`src/rtl/krz_gpio_pkg.sv`:
```
// krz_gpio_pkg
// Shared definitions for the KRZ GPIO event block:
//   - register word addresses (GPIO_LEVEL .. GPIO_COUNT)
//   - bus handshake FSM state type
//   - width of the optional event counter (built with KRZ_GPIO_EVT_COUNT_EN)
package krz_gpio_pkg;

  localparam int unsigned GPIO_LEVEL   = 0;
  localparam int unsigned GPIO_RISE_EN = 1;
  localparam int unsigned GPIO_FALL_EN = 2;
  localparam int unsigned GPIO_STATUS  = 3;
  localparam int unsigned GPIO_IRQ_EN  = 4;
  localparam int unsigned GPIO_COUNT   = 5;

  localparam int unsigned GPIO_COUNT_W = 16;

  typedef enum logic {
    BUS_IDLE = 1'b0,
    BUS_ACK  = 1'b1
  } bus_state_e;

endpackage

```
`src/rtl/krz_gpio_edge.sv`:
```
// krz_gpio_edge
// Per-pin edge detector. Keeps the previous sampled level and produces a
// one-cycle event vector for enabled rising/falling transitions. A primed
// flag suppresses events on the first cycle out of reset so the reset value
// of prev cannot be mistaken for an edge.
// Ports:
//   clk, rst        clock, asynchronous active-high reset
//   level[N]        debounced pin levels
//   rise_en[N]      per-pin rising-edge enable
//   fall_en[N]      per-pin falling-edge enable
//   prev[N]         level as sampled on the last clock
//   evt[N]          enabled edge seen this cycle (combinational)
module krz_gpio_edge #(
  parameter int unsigned N = 16
) (
  input  logic         clk,
  input  logic         rst,
  input  logic [N-1:0] level,
  input  logic [N-1:0] rise_en,
  input  logic [N-1:0] fall_en,
  output logic [N-1:0] prev,
  output logic [N-1:0] evt
);

  logic [N-1:0] prev_q;
  logic [N-1:0] prev_d;
  logic         primed_q;
  logic         primed_d;
  logic [N-1:0] rise;
  logic [N-1:0] fall;

  always_comb begin
    prev_d   = level;
    primed_d = 1'b1;
    rise     = level & ~prev_q & rise_en;
    fall     = ~level & prev_q & fall_en;
    evt      = primed_q ? (rise | fall) : '0;
  end

  always_ff @(posedge clk or posedge rst) begin
    if (rst) begin
      prev_q   <= '0;
      primed_q <= 1'b0;
    end else begin
      prev_q   <= prev_d;
      primed_q <= primed_d;
    end
  end

  assign prev = prev_q;

endmodule

```
`src/rtl/krz_gpio_event.sv`:
```
// krz_gpio_event
// GPIO event capture and interrupt block. Detects enabled edges on the
// debounced level vector, latches them into sticky write-1-to-clear status
// bits and drives a registered level interrupt. Registers are accessed via a
// req/ack port: a request in IDLE performs any write on the same edge that
// enters ACK; ACK lasts one cycle and presents read data.
// Optional feature: define KRZ_GPIO_EVT_COUNT_EN to build a saturating
// 16-bit event counter at address 5 (reads 0 otherwise).
// Ports:
//   clk, rst        clock, asynchronous active-high reset
//   level[N]        debounced pin levels
//   req, we         single-cycle request, write enable qualified by req
//   addr[AW]        register word address
//   wdata[32]       write data (bits at and above N ignored)
//   rdata[32]       read data, valid while ack=1, zero otherwise
//   ack             one-cycle acknowledge per request
//   irq             level interrupt, |(STATUS & IRQ_EN) registered
module krz_gpio_event
  import krz_gpio_pkg::*;
#(
  parameter int unsigned N  = 16,
  parameter int unsigned AW = 3
) (
  input  logic          clk,
  input  logic          rst,
  input  logic [N-1:0]  level,
  input  logic          req,
  input  logic          we,
  input  logic [AW-1:0] addr,
  input  logic [31:0]   wdata,
  output logic [31:0]   rdata,
  output logic          ack,
  output logic          irq
);

  // Bus FSM and captured request
  bus_state_e    state_q;
  bus_state_e    state_d;
  logic [AW-1:0] addr_q;
  logic [AW-1:0] addr_d;
  logic          we_q;
  logic          we_d;

  // Register file
  logic [N-1:0]  rise_en_q;
  logic [N-1:0]  rise_en_d;
  logic [N-1:0]  fall_en_q;
  logic [N-1:0]  fall_en_d;
  logic [N-1:0]  irq_en_q;
  logic [N-1:0]  irq_en_d;
  logic [N-1:0]  status_q;
  logic [N-1:0]  status_d;
  logic          irq_q;
  logic          irq_d;

  logic [N-1:0]  prev;
  logic [N-1:0]  evt;
  logic          wr_acc;
  logic [N-1:0]  clr;
  logic [31:0]   rd_mux;
  logic          unused_wdata;

  // Bits of wdata above N are architecturally ignored.
  assign unused_wdata = ^wdata;

  krz_gpio_edge #(
    .N (N)
  ) u_edge (
    .clk     (clk),
    .rst     (rst),
    .level   (level),
    .rise_en (rise_en_q),
    .fall_en (fall_en_q),
    .prev    (prev),
    .evt     (evt)
  );

  // A write is accepted only when a request arrives in IDLE; it commits on
  // the same edge that moves the FSM into ACK.
  assign wr_acc = (state_q == BUS_IDLE) && req && we;

  // ---------------------------------------------------------------------
  // Bus FSM: state register
  // ---------------------------------------------------------------------
  always_ff @(posedge clk or posedge rst) begin
    if (rst) begin
      state_q <= BUS_IDLE;
      addr_q  <= '0;
      we_q    <= 1'b0;
    end else begin
      state_q <= state_d;
      addr_q  <= addr_d;
      we_q    <= we_d;
    end
  end

  // Bus FSM: next state. A request while in ACK is dropped.
  always_comb begin
    state_d = state_q;
    addr_d  = addr_q;
    we_d    = we_q;
    case (state_q)
      BUS_IDLE: begin
        if (req) begin
          state_d = BUS_ACK;
          addr_d  = addr;
          we_d    = we;
        end
      end
      BUS_ACK: state_d = BUS_IDLE;
      default: state_d = BUS_IDLE;
    endcase
  end

  // Bus FSM: outputs. Read data reflects the register contents during the
  // ACK cycle, so a write is visible to the very next read.
  always_comb begin
    ack   = (state_q == BUS_ACK);
    rdata = '0;
    if ((state_q == BUS_ACK) && !we_q) begin
      rdata = rd_mux;
    end
  end

  // ---------------------------------------------------------------------
  // Read mux
  // ---------------------------------------------------------------------
`ifdef KRZ_GPIO_EVT_COUNT_EN
  logic [GPIO_COUNT_W-1:0] count_q;
  logic [GPIO_COUNT_W-1:0] count_d;
`endif

  always_comb begin
    rd_mux = '0;
    case (addr_q)
      AW'(GPIO_LEVEL):   rd_mux[N-1:0] = prev;
      AW'(GPIO_RISE_EN): rd_mux[N-1:0] = rise_en_q;
      AW'(GPIO_FALL_EN): rd_mux[N-1:0] = fall_en_q;
      AW'(GPIO_STATUS):  rd_mux[N-1:0] = status_q;
      AW'(GPIO_IRQ_EN):  rd_mux[N-1:0] = irq_en_q;
`ifdef KRZ_GPIO_EVT_COUNT_EN
      AW'(GPIO_COUNT):   rd_mux[GPIO_COUNT_W-1:0] = count_q;
`endif
      default:           rd_mux = '0;
    endcase
  end

  // ---------------------------------------------------------------------
  // Register file next state
  // ---------------------------------------------------------------------
  always_comb begin
    rise_en_d = rise_en_q;
    fall_en_d = fall_en_q;
    irq_en_d  = irq_en_q;
    clr       = '0;
    if (wr_acc) begin
      case (addr)
        AW'(GPIO_RISE_EN): rise_en_d = wdata[N-1:0];
        AW'(GPIO_FALL_EN): fall_en_d = wdata[N-1:0];
        AW'(GPIO_STATUS):  clr       = wdata[N-1:0];
        AW'(GPIO_IRQ_EN):  irq_en_d  = wdata[N-1:0];
        default: ;
      endcase
    end
    // Set takes priority over a simultaneous W1C of the same bit.
    status_d = (status_q & ~clr) | evt;
    irq_d    = |(status_q & irq_en_q);
  end

  always_ff @(posedge clk or posedge rst) begin
    if (rst) begin
      rise_en_q <= '0;
      fall_en_q <= '0;
      irq_en_q  <= '0;
      status_q  <= '0;
      irq_q     <= 1'b0;
    end else begin
      rise_en_q <= rise_en_d;
      fall_en_q <= fall_en_d;
      irq_en_q  <= irq_en_d;
      status_q  <= status_d;
      irq_q     <= irq_d;
    end
  end

  assign irq = irq_q;

  // ---------------------------------------------------------------------
  // Optional saturating event counter
  // ---------------------------------------------------------------------
`ifdef KRZ_GPIO_EVT_COUNT_EN
  // A clear via write to address 5 beats a coincident increment.
  always_comb begin
    count_d = count_q;
    if (wr_acc && (addr == AW'(GPIO_COUNT))) begin
      count_d = '0;
    end else if ((|evt) && (count_q != '1)) begin
      count_d = count_q + 1'b1;
    end
  end

  always_ff @(posedge clk or posedge rst) begin
    if (rst) begin
      count_q <= '0;
    end else begin
      count_q <= count_d;
    end
  end
`endif

endmodule

```
`config.mk`:
```
export PLATFORM = sky130hd
export DESIGN_NAME = krz_gpio_event
export DESIGN_NICKNAME = d
export VERILOG_FILES = /design/src/rtl/krz_gpio_pkg.sv /design/src/rtl/krz_gpio_edge.sv /design/src/rtl/krz_gpio_event.sv
export SDC_FILE = /design/constraint.sdc
export NUM_CORES = 1
export LEC_CHECK = 0
export CORE_MARGIN = 8
export CORE_UTILIZATION = 35
export DETAILED_ROUTE_END_ITERATION = 7
export PLACE_DENSITY = 0.61
export SLEW_MARGIN = 5
export SYNTH_ARGS = -nofsm -noshare
export SYNTH_HDL_FRONTEND = slang
export SYNTH_SLANG_ARGS = --single-unit
```
`constraint.sdc`:
```
create_clock -name clk -period 5.4 [get_ports clk]
set_input_delay 1.08 -clock clk [delete_from_list [all_inputs] [get_ports clk]]
set_output_delay 1.08 -clock clk [all_outputs]
set_load 0.02 [all_outputs]
```
==> results of run 1 <==
==> area by class of cell <==
class                   instances  share of cell area (%)
flip-flops and latches         87                    40.3
multi-input cells             266                    38.1
repair buffers                 59                    10.8
clock buffers                  13                    5.00
well taps                     172                    3.98
inverters                      16                    1.13
clock inverters                 3                   0.740
==> cell usage after synthesis, types with 2 or more instances <==
cell,count
nand2_1,16
conb_1,2
o21ai_0,18
inv_1,16
buf_1,3
buf_2,8
a21oi_1,16
nand3b_1,48
buf_6,2
o21a_1,16
nand3b_4,2
mux2_2,52
dfrtp_1,87
a22o_1,20
buf_4,17
o32ai_1,15
nand3_1,16
a221oi_1,4
clkbuf_1,14
mux2i_1,16
==> power by group through the flow <==
stage | sequential (mW) | clock (mW) | combinational (mW)
2_1_floorplan | 0.868 | 0 | 0.331
3_3_place_gp | 0.914 | 0 | 0.407
3_5_place_dp | 0.922 | 0 | 0.416
4_1_cts | 0.910 | 0.650 | 0.419
5_1_grt | 0.932 | 0.680 | 0.454
6_report | 0.913 | 0.635 | 0.417
==> worst max path at each step <==
stage,start,endpoint,slack (ns),cells after the start
3_3_place_gp,addr_q[1],rdata[3],1.66,4
6_report,addr_q[1],rdata[13],1.29,4
5_1_grt,addr_q[1],rdata[11],1.10,4
4_1_cts,addr_q[1],rdata[13],1.27,4
2_1_floorplan,rst,ack,2.07,1
3_5_place_dp,addr_q[1],rdata[13],1.65,4
==> stage by stage <==
| step | std cells | area [sq um] | power [mW] |
|---|---|---|---|
| floorplan | 413 | 4550 | 1.20 |
| global placement | 600 | 5100 | 1.32 |
| detailed placement | 600 | 5100 | 1.34 |
| CTS | 616 | 5410 | 1.98 |
| global route | 616 | 5410 | 2.07 |
| finish | 616 | 5410 | 1.97 |
==> layer usage <==
metal	vias to the layer above	part of all wire [%]
li1	1513	-
met1	1615	47
met2	100	46
met3	15	6.0
met4	0	1.5
met5	-	0
==> flip-flops by register name, indices dropped and copies added, names as in the netlist <==
register	cells
ack	1
addr_q	3
fall_en_q	16
irq	1
irq_en_q	16
rise_en_q	16
status_q	16
u_edge.prev	16
u_edge.primed_q	1
we_q	1
==> cell families after synthesis <==
logic type             after synthesis  share of synthesized area [%]
AOI/OAI and AO/OA                   89                           14.1
buffers and inverters               60                           6.99
DFF                                 87                           48.4
muxes                               68                           16.6
other                                2                          0.167
and+or+nand+nor                     92                           13.8
==> reports/qor.txt, run 1 <==
share of cells above drive strength 1 -> 17.3%
register area share after synthesis -> 48.4%
share of flip-flops with an asynchronous set or reset -> 100%
Vias/cell -> 5.26
Switching Fraction -> 28.4%
crit-path max cell delay -> 0.92 ns
area occupied by multi-input gates -> 2060 sq um
First DRT Iteration DRCs -> 192
Top FF cell, synth -> dfrtp_1
antenna-violating nets left -> 0
CTS max path bufs -> 2
Worst Tran Pin Value -> 1.10 ns
cts hold-fix bufs -> 0
CP bufs+invs -> 1
CP top delay family -> flip-flops
Tcrit/Tclk final -> 76.1%
YS warnings -> 0
GR Util met3 -> 3.53%
worst endpoint required time -> 4.32 ns
FILL cells -> 1202
crit end category -> output pin
critical path's slowest cell -> dfrtp_1
Seq cells post-synth -> 87
first-pass GRT wire length -> 18.0 mm
Post-layout nets -> 494
CP Cell Sequence -> nand2b_1 -> o32ai_1 -> o21a_1 -> clkdlybuf4s50_1
Synth Instances -> 398
final RePlAce weighted congestion -> 0.775
flop-to-flop setup slack -> 3.40 ns
Starting Density -> 35.8%
Sink Count -> 87
pin count of the biggest net entering global routing -> 65
Post-synth EDFFs -> 0
Hold Path End -> we_q
final hold violations -> 0
skew final -> 0.00505 ns
Max FO, Critical Path -> 22
Max Freq -> 0.243 GHz
drt pass-1 iters -> 5
# setup viols final -> 0
Routed WL -> 11.3 mm
reg2reg end -> irq_en_q[8]
initial antenna violation count -> 0
post-DP HPWL -> 7.43 mm
worst-case reg-to-reg path depth -> 3
Die W -> 129 um
Internal Power -> 1.41 mW
count of pins over their slew limit -> 0
H-tree depth -> 3
PD cells -> 363 nW/um^2
Distinct cells, synth -> 30
Synth area leader -> dfrtp_1
n_diodes -> 0
clock group share of total power -> 32.3%
fin crit period -> 4.11 ns
leakage power -> 2.23 nW
worst skew pair latency -> 0.34 ns
Mean Syn Cell Area -> 11.3 sq um
largest cells by area after synthesis -> dfrtp_1 (48%), mux2_2 (13%), nand3b_1 (8.0%)
commonest cells after routing, fill and taps aside -> dfrtp_1 (86), clkdlybuf4s50_1 (56), mux2_2 (52), nand3b_1 (48), a22o_1 (20)
die area -> 16700 sq um
unrepaired setup endpoints after global routing -> false
setup TNS -> 0 ns
Tightest Hold Check Type -> register to register
via count -> 3243
clock slew at reported path FFs -> 0.06 ns
GR Util met2 -> 21.9%
die height -> 129 um
most common cell after layout, fill and taps aside -> dfrtp_1
post-layout util -> 43.0%
post-cts resize count -> 0
met1 Use GR -> 18.6%
Overflow after GRT -> 0
grt peak-use layer -> met2
Port Buffers -> 56
Max-Cap Viols -> 0
Final WS setup -> 1.29 ns
combinational share of power -> 21.2%
DRC Markers -> 0
hold path start -> we_q
Reg power frac -> 46.5%
Max IR drop VDD -> 0.140 mV
Total GRT Usage -> 14.0%
Yosys top cell area share -> 48.4%
CTS Buf Count -> 9
Psw -> 0.559 mW
Root Buffer -> clkbuf_16
data arrival time of the worst path -> 3.03 ns
status -> finished, final reports clean
Post-CTS Setup Inserts -> 0
reg2reg start -> ack
Slew headroom -> 26.4%
register area -> 2180 sq um
wire per inst -> 18.3 um
WS Path Type -> register to output pin
critical path startpoint category -> register
number of global-route vias before repair -> 3290
Place WS -> 1.65 ns
CTS tree -> yes
I/O pin total -> 89
row cnt -> 41
hold_ws -> 0.506 ns
synthesized area -> 4490 sq um
P&R area growth vs syn -> 20.3%
Hold Path Stages -> 1
core box area -> 12600 sq um
No activity file was read; power rests on OpenSTA's default activity.
==> run 2, diff against run 1 <==
- clock period: 5.4 -> 3.85 ns (I/O delays scaled with it)
==> reports/qor.txt, run 2 (synthesis results as in run 1) <==
Overflow after GRT -> 0
CTS tree -> yes
cts hold-fix bufs -> 0
pin count of the biggest net entering global routing -> 58
P&R area growth vs syn -> 20.7%
CTS max path bufs -> 2
leakage power -> 2.24 nW
number of global-route vias before repair -> 3354
die height -> 129 um
critical path's slowest cell -> dfrtp_1
setup TNS -> 0 ns
final hold violations -> 0
Die W -> 129 um
post-layout util -> 43.1%
Max-Cap Viols -> 0
crit-path max cell delay -> 0.66 ns
share of cells above drive strength 1 -> 17.9%
First DRT Iteration DRCs -> 148
DRC Markers -> 0
core box area -> 12600 sq um
WS Path Type -> register to output pin
Place WS -> 0.718 ns
Slew headroom -> 50.6%
CTS Buf Count -> 9
Port Buffers -> 56
count of pins over their slew limit -> 0
skew final -> 0.00744 ns
post-cts resize count -> 0
initial antenna violation count -> 0
Max FO, Critical Path -> 23
# setup viols final -> 0
clock slew at reported path FFs -> 0.06 ns
CP Cell Sequence -> or2_2 -> o32ai_1 -> o21a_1 -> clkdlybuf4s50_1
Post-layout nets -> 499
crit end category -> output pin
PD cells -> 497 nW/um^2
Starting Density -> 35.8%
critical path startpoint category -> register
wire per inst -> 18.5 um
Vias/cell -> 5.26
Total GRT Usage -> 14.1%
die area -> 16700 sq um
n_diodes -> 0
antenna-violating nets left -> 0
Root Buffer -> clkbuf_16
Sink Count -> 87
Worst Tran Pin Value -> 0.741 ns
post-DP HPWL -> 7.81 mm
worst skew pair latency -> 0.34 ns
commonest cells after routing, fill and taps aside -> dfrtp_1 (86), clkdlybuf4s50_1 (56), mux2_2 (52), nand3b_1 (48), a22o_1 (20)
data arrival time of the worst path -> 2.72 ns
Max Freq -> 0.286 GHz
most common cell after layout, fill and taps aside -> dfrtp_1
Final WS setup -> 0.359 ns
worst endpoint required time -> 3.08 ns
Tcrit/Tclk final -> 90.7%
first-pass GRT wire length -> 18.2 mm
Max IR drop VDD -> 0.231 mV
unrepaired setup endpoints after global routing -> false
I/O pin total -> 89
Tightest Hold Check Type -> register to register
row cnt -> 41
H-tree depth -> 3
drt pass-1 iters -> 4
status -> finished, final reports clean
Post-CTS Setup Inserts -> 0
final RePlAce weighted congestion -> 0.782
fin crit period -> 3.49 ns
via count -> 3254
Routed WL -> 11.5 mm
[run 2: changes by cell type in the layout (fill, tap and decap cells not counted)]
cell,before,now
buf_4,3,7
buf_12,0,1
bufinv_16,1,0
clkinv_2,3,2
[run 2: power by group]
group          switching (mW)  internal, mW
logic                   0.266         0.326
clock network           0.335         0.482
registers               0.184          1.10
[run 2: through the flow]
step                cell area [sq um]  hold WS, ns  std cells  power (mW)
CTS                              5420        0.502        619        2.71
global placement                 5150        0.486        605        1.86
detailed placement               5150        0.488        605        1.89
global route                     5420        0.516        619        2.83
floorplan                        4550        0.473        413        1.68
finish                           5420        0.498        619        2.70
[run 2: final timing paths]
check,startpoint,endpoint,slack [ns],cells after the start
worst max-delay path,addr_q[2],rdata[10],0.36,4
worst min-delay path,we_q,we_q,0.50,1
worst max register to register,ack,irq_en_q[11],1.85,3
worst min register to register,we_q,we_q,0.50,1
max in group asynchronous,rst,irq_en_q[5],2.36,3
min in group asynchronous,rst,rise_en_q[12],0.80,2
[run 2: area by class of cell]
class,count,area (sq um)
repair buffers,64,633
clock inverters,1,5.00
clock buffers,13,270
fillers,1193,7150
well taps,172,215
multi-input cells,266,2060
inverters,16,61.3
flip-flops and latches,87,2180
[run 2: layer usage]
| layer | share of wire (%) | vias to the layer above | global-route usage, % |
|---|---|---|---|
| met4 | 1.2 | 0 | 5.94 |
| met5 | 0 | - | 0 |
| met1 | 47 | 1640 | 18.2 |
| met2 | 47 | 75 | 22.2 |
| met3 | 4.6 | 13 | 3.29 |
| li1 | - | 1526 | - |
[run 2: worst max-delay path: cells and delay by family, from the launching register on]
family / cells / cell delay (ns)
buffers and inverters: 1 / 0.62
AND/OR/NAND/NOR: 1 / 0.61
AO/OA/AOI/OAI: 2 / 0.50
flip-flops: 1 / 0.66
==> run 3, diff against run 2 <==
- CORE_MARGIN: 8 -> 1.5
==> reports/qor.txt, run 3 (synthesis results as in run 1) <==
drt pass-1 iters -> 4
fin crit period -> 3.26 ns
Final WS setup -> 0.589 ns
Max-Cap Viols -> 0
critical path startpoint category -> register
CTS max path bufs -> 2
setup TNS -> 0 ns
worst-case reg-to-reg path depth -> 3
Overflow after GRT -> 0
post-cts resize count -> 0
FILL cells -> 1217
Max FO, Critical Path -> 16
die height -> 116 um
register area -> 2180 sq um
worst endpoint required time -> 3.08 ns
flop-to-flop setup slack -> 1.84 ns
crit end category -> output pin
PD cells -> 495 nW/um^2
data arrival time of the worst path -> 2.49 ns
core box area -> 12600 sq um
Tightest Hold Check Type -> register to register
Root Buffer -> clkbuf_16
first-pass GRT wire length -> 17.5 mm
final hold violations -> 0
count of pins over their slew limit -> 0
# setup viols final -> 0
met1 Use GR -> 23.8%
unrepaired setup endpoints after global routing -> false
Sink Count -> 87
Vias/cell -> 5.24
pin count of the biggest net entering global routing -> 48
GR Util met2 -> 26.5%
commonest cells after routing, fill and taps aside -> dfrtp_1 (86), clkdlybuf4s50_1 (56), mux2_2 (52), nand3b_1 (48), a22o_1 (20)
Slew headroom -> 49.8%
Setup crit start -> addr_q[1]
most common cell after layout, fill and taps aside -> dfrtp_1
DRC Markers -> 0
reg2reg end -> irq_en_q[4]
H-tree depth -> 3
row cnt -> 41
hold path start -> we_q
antenna-violating nets left -> 0
Max IR drop VDD -> 0.197 mV
CTS Buf Count -> 9
n_diodes -> 0
Tcrit/Tclk final -> 84.7%
reg2reg start -> ack
grt peak-use layer -> met2
GR Util met3 -> 3.74%
post-DP HPWL -> 7.21 mm
skew final -> 0.00269 ns
Routed WL -> 10.6 mm
wire per inst -> 17.2 um
Hold Path Stages -> 1
final RePlAce weighted congestion -> 0.800
initial antenna violation count -> 0
Post-layout nets -> 500
via count -> 3241
Max Freq -> 0.307 GHz
die area -> 13500 sq um
Post-CTS Setup Inserts -> 0
First DRT Iteration DRCs -> 154
CTS tree -> yes
WS Path Type -> register to output pin
worst skew pair latency -> 0.33 ns
cts hold-fix bufs -> 0
number of global-route vias before repair -> 3220
clock slew at reported path FFs -> 0.06 ns
Port Buffers -> 56
status -> finished, final reports clean
Worst Tran Pin Value -> 0.753 ns
I/O pin total -> 89
Total GRT Usage -> 17.1%
Starting Density -> 35.8%
Die W -> 116 um
share of cells above drive strength 1 -> 17.7%
area occupied by multi-input gates -> 2060 sq um
leakage power -> 2.23 nW
crit path capture -> rdata[10]
Place WS -> 0.930 ns
P&R area growth vs syn -> 20.7%
[run 3: cell types whose count changed in the layout (fill, tap and decap cells not counted), sizes merged]
cell    before  now
buf          8    9
bufinv       0    1
clkbuf      13   11
[run 3: how the worst min path moves through the flow]
stage          endpoint
6_report           we_q
5_1_grt            we_q
4_1_cts            we_q
3_5_place_dp       we_q
3_3_place_gp       we_q
2_1_floorplan      we_q
[run 3: final cells by class]
class,instances,share of cell area [%]
sequential,87,40.2
tap,172,3.97
multi-input combinational,266,38.0
timing repair buffer,65,11.8
inverter,16,1.13
clock buffer,11,4.29
clock inverter,2,0.646
[run 3: power breakdown]
part	switching (mW)	total, mW	internal [mW]
clock network	0.320	0.811	0.491
registers	0.175	1.28	1.10
logic	0.266	0.594	0.328
[run 3: stage by stage]
stage / std cells / hold WS [ns] / instance area, sq um / power, mW / util, %
final: 619 / 0.506 / 5420 / 2.68 / 43.1
after global routing: 619 / 0.536 / 5420 / 2.84 / 43.1
after CTS: 619 / 0.507 / 5420 / 2.70 / 43.1
after detailed placement: 606 / 0.494 / 5150 / 1.89 / 41.0
after global placement: 606 / 0.488 / 5150 / 1.87 / 41.0
after floorplan: 413 / 0.473 / 4550 / 1.68 / -
[run 3: worst max-delay path: stages, from the launching register on]
cell and delay (ns):
dfrtp_1 0.53, or2_2 0.54, o32ai_1 0.31, o21a_1 0.17, clkdlybuf4s50_1 0.61
[run 3: routing by layer]
layer	up-vias	part of all wire, %
met5	-	0
met4	0	1.2
met3	10	5.6
met2	85	46
met1	1614	47
li1	1532	-
